`config.mk`:
```
export PLATFORM = sky130hd
export DESIGN_NAME = vga_sync_gen_flat
export DESIGN_NICKNAME = d
export VERILOG_FILES = /design/src/rtl/vga_timing_pkg.sv /design/src/rtl/vga_sync_gen_if.sv /design/src/rtl/vga_axis_counter.sv /design/src/rtl/vga_sync_gen.sv /design/src/flat_wrapper.sv
export SDC_FILE = /design/constraint.sdc
export NUM_CORES = 1
export LEC_CHECK = 0
export BUFFER_PORTS_ARGS = -buffer_cell sky130_fd_sc_hd__buf_2
export CAP_MARGIN = 15
export CORE_MARGIN = 2
export CORE_UTILIZATION = 45
export CTS_CLUSTER_SIZE = 8
export DETAILED_ROUTE_END_ITERATION = 8
export GPL_TIMING_DRIVEN = 0
export HOLD_SLACK_MARGIN = 0.12
export MAX_ROUTING_LAYER = met4
export PLACE_DENSITY = 0.66
export SLEW_MARGIN = 20
export SYNTH_ARGS = -nofsm -noshare
export SYNTH_HDL_FRONTEND = slang
export SYNTH_SLANG_ARGS = --single-unit
```
`constraint.sdc`:
```
create_clock -name clk -period 2.4 [get_ports clk]
set_input_delay 0 -clock clk [delete_from_list [all_inputs] [get_ports clk]]
set_output_delay 0 -clock clk [all_outputs]
set_load 0.03 [all_outputs]
```
`src/rtl/vga_timing_pkg.sv`:
```
// Shared 640x480@60 VGA timing constants and the coordinate type used by the
// sync generator and the colour stage.
package vga_timing_pkg;

    localparam int COORD_W   = 10;
    localparam int COORD_MAX = 1 << COORD_W;

    typedef logic [COORD_W-1:0] coord_t;

    localparam int DEF_H_ACTIVE = 640;
    localparam int DEF_H_FP     = 16;
    localparam int DEF_H_SYNC   = 96;
    localparam int DEF_H_BP     = 48;
    localparam int DEF_V_ACTIVE = 480;
    localparam int DEF_V_FP     = 10;
    localparam int DEF_V_SYNC   = 2;
    localparam int DEF_V_BP     = 33;

    localparam int DEF_H_TOTAL = DEF_H_ACTIVE + DEF_H_FP + DEF_H_SYNC + DEF_H_BP;
    localparam int DEF_V_TOTAL = DEF_V_ACTIVE + DEF_V_FP + DEF_V_SYNC + DEF_V_BP;

    localparam int DEF_H_SYNC_START = DEF_H_ACTIVE + DEF_H_FP;
    localparam int DEF_H_SYNC_END   = DEF_H_SYNC_START + DEF_H_SYNC - 1;
    localparam int DEF_V_SYNC_START = DEF_V_ACTIVE + DEF_V_FP;
    localparam int DEF_V_SYNC_END   = DEF_V_SYNC_START + DEF_V_SYNC - 1;

    function automatic int axis_total(int active, int fp, int sync, int bp);
        return active + fp + sync + bp;
    endfunction

endpackage

```
`src/rtl/vga_sync_gen_if.sv`:
```
// Raster position and timing bundle from the sync generator (master) to the
// colour stage and monitor pins (slave).
interface vga_sync_gen_if;
    import vga_timing_pkg::*;

    coord_t CounterX;
    coord_t CounterY;
    logic   hsync;
    logic   vsync;
    logic   in_display;
    logic   line_start;
    logic   frame_start;

    modport master (
        output CounterX, CounterY, hsync, vsync, in_display, line_start, frame_start
    );

    modport slave (
        input CounterX, CounterY, hsync, vsync, in_display, line_start, frame_start
    );

endinterface

```
`src/rtl/vga_axis_counter.sv`:
```
// Generic wrapping raster counter with registered sync-window and active-region
// decodes, computed from the next count so they stay aligned with the count.
module vga_axis_counter
    import vga_timing_pkg::*;
#(
    parameter int TOTAL      = DEF_H_TOTAL,
    parameter int ACTIVE     = DEF_H_ACTIVE,
    parameter int SYNC_START = DEF_H_SYNC_START,
    parameter int SYNC_END   = DEF_H_SYNC_END,
    parameter bit SYNC_POL   = 1'b0
) (
    input  logic   clk,
    input  logic   reset,
    input  logic   en,
    output coord_t count,
    output logic   wrap,
    output logic   sync,
    output logic   active
);

    localparam coord_t LAST    = coord_t'(TOTAL - 1);
    localparam coord_t ACT_END = coord_t'(ACTIVE);
    localparam coord_t SYNC_LO = coord_t'(SYNC_START);
    localparam coord_t SYNC_HI = coord_t'(SYNC_END);

    coord_t count_nxt;

    // NOTE: combinational logic uses blocking '=' with every output assigned on
    // all paths (no latch); the registers below use non-blocking '<=' only.
    always_comb begin
        count_nxt = count + 1'b1;
        if (count == LAST) count_nxt = '0;
    end

    assign wrap = en && (count == LAST);

    always_ff @(posedge clk or posedge reset) begin
        if (reset) begin
            count  <= '0;
            sync   <= ~SYNC_POL;
            active <= 1'b1;
        end else if (en) begin
            count  <= count_nxt;
            sync   <= (count_nxt >= SYNC_LO && count_nxt <= SYNC_HI) ? SYNC_POL : ~SYNC_POL;
            active <= (count_nxt < ACT_END);
        end
    end

endmodule

```
`src/rtl/vga_sync_gen.sv`:
```
// VGA raster/sync generator. Define VGA_SYNC_DELAY_EN to delay hsync/vsync by
// one pixel so they line up with the colour stage's registered RGB.
module vga_sync_gen
    import vga_timing_pkg::*;
#(
    parameter int H_ACTIVE   = DEF_H_ACTIVE,
    parameter int H_FP       = DEF_H_FP,
    parameter int H_SYNC     = DEF_H_SYNC,
    parameter int H_BP       = DEF_H_BP,
    parameter int V_ACTIVE   = DEF_V_ACTIVE,
    parameter int V_FP       = DEF_V_FP,
    parameter int V_SYNC     = DEF_V_SYNC,
    parameter int V_BP       = DEF_V_BP,
    parameter bit H_SYNC_POL = 1'b0,
    parameter bit V_SYNC_POL = 1'b0
) (
    input  logic           clk,
    input  logic           reset,
    input  logic           pix_en,
    vga_sync_gen_if.master vga
);

    localparam int H_TOTAL = axis_total(H_ACTIVE, H_FP, H_SYNC, H_BP);
    localparam int V_TOTAL = axis_total(V_ACTIVE, V_FP, V_SYNC, V_BP);

    generate
        if (H_TOTAL > COORD_MAX || V_TOTAL > COORD_MAX) begin : g_bad_timing
            $error("vga_sync_gen: H_TOTAL/V_TOTAL exceed the coordinate range");
        end
    endgenerate

    coord_t h_count, v_count;
    logic   h_wrap, v_wrap, h_sync, v_sync, h_act, v_act, v_en;
    logic   line_start_q, frame_start_q;

    // The vertical axis steps only on the horizontal wrap.
    assign v_en = pix_en & h_wrap;

    vga_axis_counter #(
        .TOTAL(H_TOTAL), .ACTIVE(H_ACTIVE),
        .SYNC_START(H_ACTIVE + H_FP), .SYNC_END(H_ACTIVE + H_FP + H_SYNC - 1),
        .SYNC_POL(H_SYNC_POL)
    ) u_h (
        .clk(clk), .reset(reset), .en(pix_en),
        .count(h_count), .wrap(h_wrap), .sync(h_sync), .active(h_act)
    );

    vga_axis_counter #(
        .TOTAL(V_TOTAL), .ACTIVE(V_ACTIVE),
        .SYNC_START(V_ACTIVE + V_FP), .SYNC_END(V_ACTIVE + V_FP + V_SYNC - 1),
        .SYNC_POL(V_SYNC_POL)
    ) u_v (
        .clk(clk), .reset(reset), .en(v_en),
        .count(v_count), .wrap(v_wrap), .sync(v_sync), .active(v_act)
    );

    // Wraps are already gated by pix_en, so the strobes drop whenever it is low.
    always_ff @(posedge clk or posedge reset) begin
        if (reset) begin
            line_start_q  <= 1'b0;
            frame_start_q <= 1'b0;
        end else begin
            line_start_q  <= h_wrap;
            frame_start_q <= h_wrap & v_wrap;
        end
    end

`ifdef VGA_SYNC_DELAY_EN
    logic h_sync_q, v_sync_q;

    always_ff @(posedge clk or posedge reset) begin
        if (reset) begin
            h_sync_q <= ~H_SYNC_POL;
            v_sync_q <= ~V_SYNC_POL;
        end else if (pix_en) begin
            h_sync_q <= h_sync;
            v_sync_q <= v_sync;
        end
    end

    assign vga.hsync = h_sync_q;
    assign vga.vsync = v_sync_q;
`else
    assign vga.hsync = h_sync;
    assign vga.vsync = v_sync;
`endif

    assign vga.CounterX    = h_count;
    assign vga.CounterY    = v_count;
    assign vga.in_display  = h_act & v_act;
    assign vga.line_start  = line_start_q;
    assign vga.frame_start = frame_start_q;

endmodule

```
`src/flat_wrapper.sv`:
```
// flat-port wrapper written by rule: the top's interface ports become plain ports
module vga_sync_gen_flat import vga_timing_pkg::*;
#(
    parameter int H_ACTIVE   = DEF_H_ACTIVE,
    parameter int H_FP       = DEF_H_FP,
    parameter int H_SYNC     = DEF_H_SYNC,
    parameter int H_BP       = DEF_H_BP,
    parameter int V_ACTIVE   = DEF_V_ACTIVE,
    parameter int V_FP       = DEF_V_FP,
    parameter int V_SYNC     = DEF_V_SYNC,
    parameter int V_BP       = DEF_V_BP,
    parameter bit H_SYNC_POL = 1'b0,
    parameter bit V_SYNC_POL = 1'b0
)
  (clk, reset, pix_en, vga_CounterX, vga_CounterY, vga_hsync, vga_vsync, vga_in_display, vga_line_start, vga_frame_start);
  vga_sync_gen_if vga_i ();
  input  logic clk;
  input  logic reset;
  input  logic pix_en;
  output wire logic [$bits(vga_i.CounterX)-1:0] vga_CounterX;
  output wire logic [$bits(vga_i.CounterY)-1:0] vga_CounterY;
  output wire logic [$bits(vga_i.hsync)-1:0] vga_hsync;
  output wire logic [$bits(vga_i.vsync)-1:0] vga_vsync;
  output wire logic [$bits(vga_i.in_display)-1:0] vga_in_display;
  output wire logic [$bits(vga_i.line_start)-1:0] vga_line_start;
  output wire logic [$bits(vga_i.frame_start)-1:0] vga_frame_start;
  assign vga_CounterX = vga_i.CounterX;
  assign vga_CounterY = vga_i.CounterY;
  assign vga_hsync = vga_i.hsync;
  assign vga_vsync = vga_i.vsync;
  assign vga_in_display = vga_i.in_display;
  assign vga_line_start = vga_i.line_start;
  assign vga_frame_start = vga_i.frame_start;
  vga_sync_gen #(.H_ACTIVE(H_ACTIVE), .H_FP(H_FP), .H_SYNC(H_SYNC), .H_BP(H_BP), .V_ACTIVE(V_ACTIVE), .V_FP(V_FP), .V_SYNC(V_SYNC), .V_BP(V_BP), .H_SYNC_POL(H_SYNC_POL), .V_SYNC_POL(V_SYNC_POL)) u_core (.clk(clk), .reset(reset), .pix_en(pix_en), .vga(vga_i));
endmodule
```
## Word level (Yosys, flattened, before mapping)

Cells that the tools add are included.

- Input port bits: 3
- Register bits after elaboration: 26
- Word-level logic and storage cells: 29
- Output and inout bits: 25

- Magnitude comparators: 6
- Multiplexer cells: 4
- Bitwise operators: 3
- Add/subtract/negate cells: 2
- Equality and inequality tests: 2
- Reductions and logical operators: 4

Operators by type and width:

| kind | count |
|---|---|
| $add A10 B1 Y10 const B | 2 |
| $eq A10 B10 Y1 const B | 2 |
| $mux W10 | 2 |
| $ge A10 B10 Y1 const B | 1 |
| $ge A10 B9 Y1 const B | 1 |
| $le A10 B10 Y1 const B | 1 |
| $le A10 B9 Y1 const B | 1 |
| $lt A10 B10 Y1 const B | 1 |
| $lt A10 B9 Y1 const B | 1 |
| $logic_and A1 B1 Y1 | 4 |
| $and A1 B1 Y1 | 3 |
| $mux W1 | 2 |

## Logic depth before layout (Yosys ltp)

- Depth in word-level cells: 5
- Depth in mapped cells: 9

## By module

From an unflattened synthesis, not the netlist that was laid out.

- Cell total of the unflattened synthesis: 168
- Area total of the unflattened synthesis: 1624.1 µm²

By module, submodules not included:

| module | area each (µm²) | times used | cells each | sequential area each (µm²) |
|---|---|---|---|---|
| vga_axis_counter (u_core.u_h) | 790.8 | 1 | 81 | 302.8 |
| vga_axis_counter (u_core.u_v) | 760.7 | 1 | 81 | 302.8 |
| vga_sync_gen | 72.6 | 1 | 6 | 50.0 |

## Least setup slack after synthesis

OpenSTA, ideal clock, no wires.

- Path type: flip-flop to flip-flop
- Start: reg u_core.u_h.count[1]
- End: reg u_core.u_v.count[7]
- Period minus slack after synthesis: 2.270 ns
- Slack: 0.130 ns
- Arrival: 2.134 ns
- Path buffers: 2
- Stages on the path, launching flop included: 10
- Library setup time: 0.136 ns
- Data required time: 2.264 ns
- Cells stage by stage: dfrtp_1 -> ha_1 -> buf_2 -> nand4_1 -> nor4_4 -> nand2_4 -> inv_2 -> buf_6 -> nand4_4 -> xnor2_2

- Cells in the longest elaborated chain, start to end: 3

RTL lines:

| element | line | source |
|---|---|---|
| start, declared | vga_axis_counter.sv:15 | `output coord_t count,` |
| start signal, assigned | vga_axis_counter.sv:43 | `count <= count_nxt;` |
| $eq A10 B10 Y1 | vga_axis_counter.sv:35 | `assign wrap = en && (count == LAST);` |
| $logic_and A1 B1 Y1 | vga_axis_counter.sv:35 |  |
| net u_core.h_wrap | vga_sync_gen.sv:33 | `logic h_wrap, v_wrap, h_sync, v_sync, h_act, v_act, v_en;` |
| $and A1 B1 Y1 | vga_sync_gen.sv:37 | `assign v_en = pix_en & h_wrap;` |
| end signal, assigned | vga_axis_counter.sv:43 |  |
| end, declared | vga_axis_counter.sv:15 |  |

The timed path passes the listed nets, and every way through them passes these cells.
A chain may end at the register's enable or synchronous reset.

## Final worst setup path

Same ends and word-level chain as after synthesis.

==> impl_metrics.csv <==
group,metric,value,unit
outcome,status,"finished clean",
synthesis,synthArstFlopShare,1.000,
clock_tree,clkTransAtPathRegs,0.15,ns
routing,drc,0,
synthesis,yosysTopAreaCellShare,0.3413,
clock_tree,cts-root-buf,"clkbuf_4",
cells_and_area,diodes,0,
timing,finalSetupViolations,0,
clock_tree,cts_tree,"built",
synthesis,synthTopCellsByCount,"dfrtp_1, nand2_1, o21ai_0",
global_route,overflow,0,
floorplan,floorplan.die.height,63.87,um
critical_path,worstPathRequired,2.61,ns
worst_hold_path,hp-class,"input port to asynchronous set/reset pin",
synthesis,synth.area.top_cells,"dfrtp_1, dfstp_2, o21ai_0, xnor2_1, nand2_1",
place,io_buffers,27,
synthesis,yosys.cell_count.top_type,"dfrtp_1",
timing,setup_ws,0.1859,ns
critical_path,regToRegSetupSlack,0.19,ns
synthesis,synth_edf_count,0,
job,maxCapViolCount,0,
critical_path,rr_endpoint,"u_core.u_v.count[7]",
floorplan,die_w,63.87,um
synthesis,synth-seq-cells,26,
timing,hold_viol,0,
timing,post-route-period-util,0.9225,
place,dp_hpwl,2.543,mm
cells_and_area,final_area,0.001898,mm^2
place,globalplace.congestion,0.9155,
synthesis,synth_top_area_cell,"dfrtp_1",
critical_path,critPathKind,"flop to flop",
routing,first_iter_violations,142,
place,placed_area,0.001805,mm^2
clock_tree,htreeDepth,1,
synthesis,postSynthAreaPerCell,9.112,um^2
timing,min_period,2.214,ns
routing,num_vias,1454,
critical_path,r2r-start,"u_core.u_h.count[1]",
clock_tree,cts_buffers,3,
routing,routed_wl,3.645,mm
critical_path,startpoint,"u_core.u_h.count[1]",
routing,via_per_inst,5.592,
floorplan,row_count,21,
timing,skew,0.008093,ns
critical_path,worstSetupStartpointType,"flop",
synthesis,ys_seq_area_frac,0.4065,
floorplan,initial_core_util,0.4758,
power,max-vdd-ir-drop,0.2088,mV
critical_path,reg2regPathDepth,10,
timing,worstMarginPinSlew,0.9013,ns
timing,worst_hold_slack,0.2831,ns
synthesis,synth_nets,185,
critical_path,crit_path_max_fanout,10,
power,power_leakage,0.8281,nW
clock_tree,clockBufferDepth,2,
floorplan,boundaryPins,28,
clock_tree,clkLatencyLatePin,0.32,ns
timing,slew_viol_final,0,
timing,max_freq,451.7,MHz
synthesis,syn-cell-area,0.001613,mm^2
routing,first_pass_iters,4,
global_route,grt_start_max_net_pins,27,
critical_path,endpoint_kind,"flop",
routing,wl_per_cell,14.02,um
global_route,grt_pass1_wl,6.237,mm
timing,tns,0,ns
synthesis,yosys_most_used_dff,"dfrtp_1",
routing,drtAntennaViolNets,0,
clock_tree,cts_num_sinks,26,
critical_path,crit_arrival,2.43,ns
timing,slew_headroom,0.3954,
power,powerDensity,644.6,mW/mm^2
synthesis,synthDistinctLibCells,50,
floorplan,die-area,0.004079,mm^2
global_route,antenna_found_initial,0,
synthesis,yosysWarnings,0,
synthesis,syn_inst,177,
place,dp_slack,-0.03866,ns
global_route,grt_pass1_vias,1408,
global_route,grt_usage,0.1951,
critical_path,cp-endpoint,"u_core.u_v.count[7]",
cells_and_area,area_growth,17.69,%
cells_and_area,drive_above_1_share,0.2523,
cells_and_area,final_util,0.5600,
cells_and_area,finalNetCount,223,
floorplan,core_area,0.003390,mm^2
-- kinds of logic (layout without fill, tap and decap cells) --
| group | Yosys count | count (layout) | synth area share |
|---|---|---|---|
| simple gates | 68 | 68 | 0.2444 |
| compound gates | 47 | 47 | 0.1846 |
| flops | 26 | 26 | 0.4065 |
| buf+inv | 19 | 56 | 0.05430 |
| xor+xnor | 11 | 11 | 0.06440 |
| fa+ha+maj | 5 | 5 | 0.03879 |
| mux | 1 | 1 | 0.006982 |
-- area by class of cell --
| cell class | count | area [um^2] |
|---|---|---|
| Fill cell | 317 | 1491 |
| Multi-Input combinational cell | 132 | 875.8 |
| Sequential cell | 26 | 655.6 |
| Timing Repair Buffer | 33 | 185.2 |
| Tap cell | 46 | 57.56 |
| Buffer | 9 | 50.05 |
| Inverter | 10 | 37.54 |
| Clock buffer | 4 | 36.28 |
-- placed cells by master, fill, tap and decap left out, drive strengths merged, types with 2 or more instances in the layout --
cell type / count
buf: 36
dfrtp: 22
nand2: 21
o21ai: 20
nor2: 12
xnor2: 10
inv: 9
clkbuf: 8
nand3: 7
a21oi: 6
ha: 5
nand4: 5
and2: 4
o31ai: 4
a31oi: 4
dfstp: 4
nor3: 3
nor4: 3
nor3b: 2
and3: 2
and4: 2
o32ai: 2
nand3b: 2
dlygate4sd3: 2
a2111oi: 2
-- power breakdown --
group | internal, mW | switching, mW | leakage (nW)
sequential | 0.490 | 0.0708 | 0.331
combinational | 0.148 | 0.291 | 0.476
clock | 0.0927 | 0.131 | 0.0210
total | 0.731 | 0.493 | 0.828
-- worst min path at each step --
stage,startpoint,to,slack [ns],cells after the start
6_report,reset,u_core.u_h.count[4],0.28,3
5_1_grt,reset,u_core.vga.frame_start,0.32,3
4_1_cts,reset,u_core.vga.frame_start,0.46,3
3_5_place_dp,reset,u_core.vga.frame_start,0.28,2
3_3_place_gp,reset,u_core.vga.frame_start,0.28,2
2_1_floorplan,reset,u_core.u_h.count[0],0.04,1
-- metal layers --
layer  share of wire  GRT usage  wire (um)
met1            0.44     0.2328       1606
met2            0.52     0.3451       1886
met3           0.036    0.02289        132
met4          0.0052    0.05707         19
met5               0          -          0
-- worst max-delay path, cell delays in order (launching register included) --
cell     delay, ns
dfrtp_1       0.47
ha_1          0.17
buf_2         0.20
nand4_1       0.25
nor4_4        0.26
buf_4         0.19
nand2_4       0.10
inv_2         0.07
buf_6         0.14
nand4_4       0.11
xnor2_2       0.14
-- timing repair --
action / 4_1_cts / 5_1_grt
resized for setup: 0 / 2
hold buffers: 2 / 0
cloned: 0 / 0
endpoints found under the setup margin: 5 / 13
pin swaps: 1 / 2
setup buffers: 0 / 4
endpoints found under the hold margin: 30 / 0
-- per-stage QoR --
stage / cells / total power, mW
final: 260 / 1.224
after detailed placement: 250 / 0.9984
after CTS: 256 / 1.225
after floorplan: 177 / 0.8845
after global routing: 260 / 1.306
after global placement: 250 / 0.9854
-- registers in the layout, indices dropped and copies added, names as in the netlist --
register	cells
u_core.u_h.count	10
u_core.u_v.count	10
u_core.u_h.active	1
u_core.u_h.sync	1
u_core.u_v.active	1
u_core.u_v.sync	1
u_core.vga.frame_start	1
u_core.vga.line_start	1
Power figures use the tool's default switching activity.
